## config.mk

```make
export PLATFORM = sky130hd
export DESIGN_NAME = mem_stage_access
export DESIGN_NICKNAME = d
export VERILOG_FILES = /design/src/rtl/mem_pkg.sv /design/src/rtl/mem_load_align.sv /design/src/rtl/mem_stage_access.sv
export SDC_FILE = /design/constraint.sdc
export NUM_CORES = 1
export LEC_CHECK = 0
export CORE_MARGIN = 4
export CORE_UTILIZATION = 30
export DETAILED_ROUTE_END_ITERATION = 8
export PLACE_DENSITY_LB_ADDON = 0.08
export SLEW_MARGIN = 40
export SYNTH_ARGS = -nofsm -noshare
export SYNTH_HDL_FRONTEND = slang
export SYNTH_HIERARCHICAL = 1
export SYNTH_SLANG_ARGS = --single-unit
```

## constraint.sdc

```tcl
create_clock -name clock -period 4.66 [get_ports clock]
set_input_delay 1.165 -clock clock [delete_from_list [all_inputs] [get_ports clock]]
set_output_delay 1.165 -clock clock [all_outputs]
set_load 0.02 [all_outputs]
```

## src/rtl/mem_pkg.sv

```systemverilog
`default_nettype none
// ============================================================================
// Module  : mem_pkg
// Brief   : Width codes, MEM-stage FSM encoding and lane helper functions.
// Revision: 1.0
// ============================================================================
package mem_pkg;

    localparam logic [1:0] WIDTH_BYTE = 2'b00;
    localparam logic [1:0] WIDTH_HALF = 2'b01;
    localparam logic [1:0] WIDTH_WORD = 2'b10;

    typedef enum logic [1:0] {
        S_IDLE = 2'd0,
        S_BUS  = 2'd1,
        S_DONE = 2'd2
    } mem_state_e;

    function automatic logic [3:0] be_gen(input logic [1:0] width, input logic [1:0] off);
        case (width)
            WIDTH_BYTE: be_gen = 4'b0001 << off;
            WIDTH_HALF: be_gen = 4'b0011 << {off[1], 1'b0};
            default:    be_gen = 4'b1111;
        endcase
    endfunction

    function automatic logic [31:0] store_replicate(input logic [1:0] width, input logic [31:0] d);
        case (width)
            WIDTH_BYTE: store_replicate = {4{d[7:0]}};
            WIDTH_HALF: store_replicate = {2{d[15:0]}};
            WIDTH_WORD: store_replicate = d;
            default:    store_replicate = d;
        endcase
    endfunction

    function automatic logic [31:0] load_extract(input logic [1:0] width, input logic sign,
                                                 input logic [1:0] off, input logic [31:0] word);
        logic [7:0]  b;
        logic [15:0] h;
        case (off)
            2'd0:    b = word[7:0];
            2'd1:    b = word[15:8];
            2'd2:    b = word[23:16];
            default: b = word[31:24];
        endcase
        h = off[1] ? word[31:16] : word[15:0];
        case (width)
            WIDTH_BYTE: load_extract = {{24{sign & b[7]}}, b};
            WIDTH_HALF: load_extract = {{16{sign & h[15]}}, h};
            default:    load_extract = word;
        endcase
    endfunction

endpackage
`default_nettype wire

```

## src/rtl/mem_load_align.sv

```systemverilog
`default_nettype none
// ============================================================================
// Module  : mem_load_align
// Brief   : Load lane select and sign/zero extension (shared with WB forwarding).
// Revision: 1.0
// ============================================================================
module mem_load_align
    import mem_pkg::*;
(
    input  logic [31:0] rdata,
    input  logic [1:0]  width,
    input  logic        sign,
    input  logic [1:0]  offset,
    output logic [31:0] data
);

    assign data = load_extract(width, sign, offset, rdata);

endmodule
`default_nettype wire

```

## src/rtl/mem_stage_access.sv

```systemverilog
`default_nettype none
// ============================================================================
// Module  : mem_stage_access
// Brief   : MEM-stage single-outstanding req/ack bus access with lane handling.
// Revision: 1.0
// ============================================================================
module mem_stage_access
    import mem_pkg::*;
#(
    parameter int TIMEOUT = 255,
    parameter int CNT_W   = 16
) (
    input  logic        clock,
    input  logic        reset,
    input  logic        flush,
    input  logic        MEM_MemRead,
    input  logic        MEM_MemWrite,
    input  logic        MEM_IORead,
    input  logic        MEM_IOWrite,
    input  logic        MEM_Memory_sign,
    input  logic [1:0]  MEM_Memory_data_width,
    input  logic [31:0] MEM_ALU_Result,
    input  logic [31:0] MEM_Data_In,
    output logic        bus_req,
    output logic        bus_we,
    output logic        bus_io,
    output logic [31:0] bus_addr,
    output logic [3:0]  bus_be,
    output logic [31:0] bus_wdata,
    input  logic        bus_ack,
    input  logic [31:0] bus_rdata,
    output logic        mem_stall,
    output logic [31:0] load_data,
    output logic        load_valid,
    output logic        adel,
    output logic        ades,
    output logic [31:0] bad_vaddr,
    output logic        bus_err
);

    localparam logic [CNT_W-1:0] c_cnt_last = CNT_W'(TIMEOUT - 1);

    mem_state_e       r_state;
    logic             r_we, r_io, r_sign, r_abort, r_ld_ok;
    logic             r_adel, r_ades, r_err;
    logic [1:0]       r_width, r_off;
    logic [3:0]       r_be;
    logic [31:0]      r_addr, r_wdata, r_load_data, r_bad_vaddr;
    logic [CNT_W-1:0] r_cnt;

    logic             w_access, w_is_wr, w_is_io, w_misaligned, w_issue;
    logic [31:0]      w_load_ext;

    assign w_access = MEM_MemRead | MEM_MemWrite | MEM_IORead | MEM_IOWrite;
    assign w_is_wr  = MEM_MemWrite | MEM_IOWrite;
    assign w_is_io  = MEM_IORead | MEM_IOWrite;

    always_comb begin
        w_misaligned = 1'b0;
        case (MEM_Memory_data_width)
            WIDTH_BYTE: w_misaligned = 1'b0;
            WIDTH_HALF: w_misaligned = MEM_ALU_Result[0];
            default:    w_misaligned = |MEM_ALU_Result[1:0];
        endcase
    end

    assign w_issue = (r_state == S_IDLE) && w_access && !w_misaligned && !flush;

    mem_load_align u_load_align (
        .rdata  (bus_rdata),
        .width  (r_width),
        .sign   (r_sign),
        .offset (r_off),
        .data   (w_load_ext)
    );

    always_ff @(posedge clock) begin
        if (reset) begin
            r_state     <= S_IDLE;
            r_we        <= 1'b0;
            r_io        <= 1'b0;
            r_sign      <= 1'b0;
            r_abort     <= 1'b0;
            r_ld_ok     <= 1'b0;
            r_adel      <= 1'b0;
            r_ades      <= 1'b0;
            r_err       <= 1'b0;
            r_width     <= 2'b00;
            r_off       <= 2'b00;
            r_be        <= 4'b0000;
            r_addr      <= 32'h0;
            r_wdata     <= 32'h0;
            r_load_data <= 32'h0;
            r_bad_vaddr <= 32'h0;
            r_cnt       <= '0;
        end else begin
            r_adel <= 1'b0;
            r_ades <= 1'b0;
            r_err  <= 1'b0;
            case (r_state)
                S_IDLE: begin
                    r_cnt   <= '0;
                    r_abort <= 1'b0;
                    r_ld_ok <= 1'b0;
                    // A flushed instruction neither issues nor raises an alignment fault.
                    if (w_access && !flush) begin
                        if (w_misaligned) begin
                            r_ades      <= w_is_wr;
                            r_adel      <= !w_is_wr;
                            r_bad_vaddr <= MEM_ALU_Result;
                        end else begin
                            r_we    <= w_is_wr;
                            r_io    <= w_is_io;
                            r_addr  <= {MEM_ALU_Result[31:2], 2'b00};
                            r_be    <= be_gen(MEM_Memory_data_width, MEM_ALU_Result[1:0]);
                            r_wdata <= store_replicate(MEM_Memory_data_width, MEM_Data_In);
                            r_width <= MEM_Memory_data_width;
                            r_sign  <= MEM_Memory_sign;
                            r_off   <= MEM_ALU_Result[1:0];
                            r_state <= S_BUS;
                        end
                    end
                end
                S_BUS: begin
                    r_cnt <= r_cnt + 1'b1;
                    if (flush) r_abort <= 1'b1;
                    if (bus_ack) begin
                        if (!r_we) r_load_data <= w_load_ext;
                        r_ld_ok <= !r_we && !r_abort && !flush;
                        r_state <= S_DONE;
                    end else if (r_cnt == c_cnt_last) begin
                        r_err   <= 1'b1;
                        r_state <= S_DONE;
                    end
                end
                S_DONE: begin
                    r_state <= S_IDLE;
                end
                default: r_state <= S_IDLE;
            endcase
        end
    end

    assign bus_req    = (r_state == S_BUS);
    assign bus_we     = r_we;
    assign bus_io     = r_io;
    assign bus_addr   = r_addr;
    assign bus_be     = r_be;
    assign bus_wdata  = r_wdata;
    assign mem_stall  = !reset && (w_issue || (r_state == S_BUS));
    assign load_data  = r_load_data;
    assign load_valid = (r_state == S_DONE) && r_ld_ok && !flush;
    assign adel       = r_adel;
    assign ades       = r_ades;
    assign bad_vaddr  = r_bad_vaddr;
    assign bus_err    = r_err;

endmodule
`default_nettype wire

```

After elaboration in Yosys (flattened, before gate mapping)
Cells that the tools add are included.
{ "op_classes": {"n_addsub": 1, "eq_ne": 12, "n_shift": 2, "n_mux": 17, "bitwise": 12, "reduce_logical": 30} }
{ "ops": {"columns": ["op", "count"], "rows": [
  ["$pmux 32 s2", 2],
  ["$pmux 16 s2", 1],
  ["$pmux 8 s3", 1],
  ["$add 16x1->16 const B", 1],
  ["$eq 16x8->1 const B", 1],
  ["$mux 16", 1],
  ["$reduce_and 3->1", 4],
  ["$logic_and 1x1->1", 9],
  ["$eq 2x1->1 const B", 4],
  ["$logic_not 2->1", 4],
  ["$mux 2", 4],
  ["$pmux 4 s2", 1],
  ["$logic_not 1->1", 6],
  ["$pmux 1 s2", 3],
  ["$not 1->1", 5],
  ["$or 1x1->1", 5],
  ["$eq 2x2->1 const B", 2],
  ["$ne 2x1->1 const B", 2],
  ["$ne 2x2->1 const B", 2],
  ["$pmux 2 s2", 1],
  ["$reduce_and 2->1", 2],
  ["$reduce_or 4->1", 1],
  ["$shl 1x2->4 const A", 1],
  ["$shl 2x2->4 const A", 1],
  ["7 further kinds", 10]
]} }
{ "totals": {"register_bits": 160, "input_bits": 107, "wordCells": 91} }

Logic depth before layout (Yosys ltp)
{ "logic_depth": {"word_depth": 8, "depth_mapped": 9, "ltp_nobuf": 6} }

Modules after synthesis
The synthesis kept the hierarchy.
{ "by_module_without_submodules": {"columns": ["module", "instances", "cells_per_inst", "area_each_um2"], "rows": [
  ["mem_stage_access", 1, 718, 6159.7],
  ["mem_load_align", 1, 115, 875.8]
]} }

Least setup slack after synthesis
OpenSTA, ideal clock, no wires.
{ "synth_timing": {"path_kind": "in2out", "from": "input flush", "to": "output mem_stall", "arrival_time_ns": 2.408, "path_slack_ns": 1.087, "path_stages": 5, "path_buffers": 2, "path_cell_list": "or3_1 -> nand4bb_1 -> buf_2 -> buf_1 -> a21oi_1"} }
{ "synth_via": {"elab_chain_len": 4} }
{ "synth_lines": {"columns": ["element", "line", "source"], "rows": [
  ["start, declared", "mem_stage_access.sv:15", "input logic flush,"],
  ["$logic_not 1->1", "mem_stage_access.sv:67", "assign w_issue = (r_state == S_IDLE) && w_access && !w_misaligned && !flush;"],
  ["$logic_and 1x1->1", "mem_stage_access.sv:67", null],
  ["$logic_or 1x1->1", "mem_stage_access.sv:150", "assign mem_stall = !reset && (w_issue || (r_state == S_BUS));"],
  ["$logic_and 1x1->1", "mem_stage_access.sv:150", null],
  ["end, declared", "mem_stage_access.sv:32", "output logic mem_stall,"]
]} }
No other way between the ends.

Final worst setup path
Same ends and word-level chain as after synthesis.

==> metrics.txt <==
outcome=completed; Fmax=232 MHz; register area share after synthesis=45.5%; Max VDD drop=0.170 mV; Synth area leaders=dfxtp_1 46%, nand2_1 11%, mux2i_1 9.0%; Clock Latency Late Sink=0.43 ns; CTS Buffer Depth=2; min Tclk post-route=4.30 ns; Hold Crit Depth=2; Leak Pwr=3.58 nW; GRT Util Overall=17.3%; Slew HR=47.4%; clk sinks=160; delay-heaviest family, CP=buffers and inverters; met2 Use GR=27.0%; critical path class=in2out; Port Buffer Count=244; Least-Margin Pin Slew=0.788 ns; H-tree levels=4; sequential cell area=3200 um^2; hold endpoint=bus_wdata[3]$_SDFFE_PP0P_; NumNets Final=1152; Cell variety after synth=50; top_reg_cell synth=dfxtp_1; via-per-instance ratio=4.72; Final Hold Viols=0; busiest grt layer=met2; Starting Density=30.8%; number of global-route vias before repair=6332; Worst R2R Setup Slack=2.29 ns; yosys synthesis warning count=6; post-synth top area share=45.5%; slowest CP cell=clkdlybuf4s50_1; startpoint types=input port; fin. max-slew vios=0; most common cell in the netlist=nand2_1; mean cell area of the mapped netlist=8.45 um^2; Max-cap violations=0; Synth top cells by count=204 x nand2_1, 160 x dfxtp_1, 92 x a21oi_1, 72 x nor2_1, 63 x mux2i_1; DR vias=6467; core box area=22800 um^2; Core Rows=55; Hold Crit Start=bus_wdata[3]$_SDFFE_PP0P_; Die Span Y=161 um; P per Cell Area=340 nW/um^2; Worst R2R End=load_data[13]$_SDFFE_PP0P_; CP endpoint kind=primary output; drt first pass iters=4; pin count of the biggest net entering global routing=88; Layout area overhead=46.0%; TritonCTS clock tree=yes; initial DRC count=305; # hold bufs at CTS=0; initial antenna violation count=0; Wirelength per Cell=16.7 um; CP Max Fanout=4; grt met1 use=22.7%; cell mode on critical path=clkdlybuf4s50_1; Hold WC Path Type=reg2reg; Final Skew=0.0144 ns; ANT nets after route=0; largest area contributor in the netlist=dfxtp_1; synthesized netlist cell count=833; fraction of registers with async set/reset=0%; Synth Register Bits=160; crit path DAT=3.14 ns; PnR worst setup slack=0.356 ns; cts repair resizes=0; post-CTS setup buffer count=0; CP max stage delay=0.61 ns; fin util=45.0%; root buffer cell=clkbuf_16; Final Setup Violations=0; R2R cell count=6; DP Worst Slack=0.383 ns; setup TNS after final layout=0 ns; # IOs=247; FILL cells=2333; wire length of the first global-routing pass=35900 um; Crit path required time=3.49 ns; routed wire length=22800 um; RD Place Congestion=0.772; R2R Path Start=r_off[1]$_SDFFE_PP0P_; layout cell share with drive strength beyond 1=6.72%; CTS clk-pin slew, worst paths=0.07 ns; combined area of the multi-input logic cells=3450 um^2; EDFF count, synth=0; Die Wd=161 um; Final Cycle Share=92.4%; die area=26000 um^2; DRC viols=0; grt total ovfl=0; total power=3.50 mW; GR Util met3=6.99%; diode count=0; CP bufs+invs=2; total CTS buffers=17; post-detail-place hpwl=15700 um; CP cell instances=clkdlybuf4s50_1, or3_1, nand4bb_4, a21oi_1, clkdlybuf4s50_1; RSZ-0062 raised after global routing=no; area of the mapped netlist=7040 um^2
kinds of logic (layout without fill, tap and decap cells):
logic type,Yosys count,count (layout),synth area share (%)
and+or+nand+nor,333,333,20.1
AOI/OAI and AO/OA,184,184,17.3
DFF,160,160,45.5
buffers and inverters,77,299,5.99
muxes,65,65,9.28
xor gates and xnor gates,11,11,1.37
adders and majority gates,2,2,0.356
other,1,2,0.0533
flip-flops by register name (all words and copies together) (netlist names), 2 cells and up:
signal	flops
bus_wdata	32
load_data	32
r_cnt	16
r_state	2
r_width	2
bus_addr	30
r_off	2
bus_be	4
bad_vaddr	32
worst reg2reg max path: cells and delay by family (launching register included):
kind | cells | cell delay, ns
simple gates | 2 | 0.80
compound gates | 3 | 0.67
flops | 1 | 0.59
buf+inv | 1 | 0.25
how the worst max path moves through the flow:
stage	endpoint	from	depth (start not counted)	slack, ns
2_1_floorplan	mem_stall	flush	5	1.09
3_3_place_gp	mem_stall	flush	5	0.38
3_5_place_dp	mem_stall	flush	5	0.38
4_1_cts	mem_stall	flush	5	0.37
5_1_grt	mem_stall	flush	5	0.31
6_report	mem_stall	flush	5	0.36
through the flow:
stage / hold WS, ns / cells / cell area, um^2
final: 0.453 / 1369 / 10300
after global routing: 0.471 / 1369 / 10300
after CTS: 0.456 / 1369 / 10300
after detailed placement: 0.446 / 1337 / 9660
after global placement: 0.441 / 1336 / 9640
after floorplan: 0.430 / 834 / 7040
placed cells by master, fill, tap and decap left out, types with 3 or more instances in the layout:
cell             netlist  routed
clkdlybuf4s50_1        0     243
nor3_1                 5       5
clkbuf_16              0      17
a311oi_1              10      10
nand4_1                6       6
o22a_1                 7       7
clkinv_4               0       3
a22oi_1                9       9
o21ai_0               15      15
o211ai_1              15      15
a21oi_1               92      92
nand3_1                7       7
a211oi_1              12      11
mux2i_1               63      63
nand2_1              204     204
or3_1                  7       7
nor4_1                 3       3
dfxtp_1              160     159
nor2b_1               11      10
buf_4                 11      14
clkinv_8               0       5
and3b_1                3       3
inv_8                  0       5
nor2_1                72      72
inv_1                  5       5
xor2_1                 9       9
o221ai_1               8       8
o211ai_2              10      10
routing by layer:
layer / share of wire [%] / vias up
li1: - / 3275
met1: 46 / 3011
met2: 46 / 171
met3: 7.7 / 10
met4: 0.80 / 0
met5: 0 / -
power breakdown:
part | switching [mW] | internal [mW] | total, mW
registers | 0.0363 | 1.43 | 1.47
logic | 0.321 | 0.285 | 0.606
clock network | 0.692 | 0.734 | 1.43
final cells by class:
cell class / instances / share of cell area [%]
clock buffers: 17 / 4.14
well taps: 313 / 3.81
multi-input cells: 597 / 33.6
repair buffers: 260 / 25.1
inverters: 7 / 0.256
flip-flops and latches: 160 / 31.2
clock inverters: 15 / 1.84
Note: power is estimated with default switching activity, not from simulation.
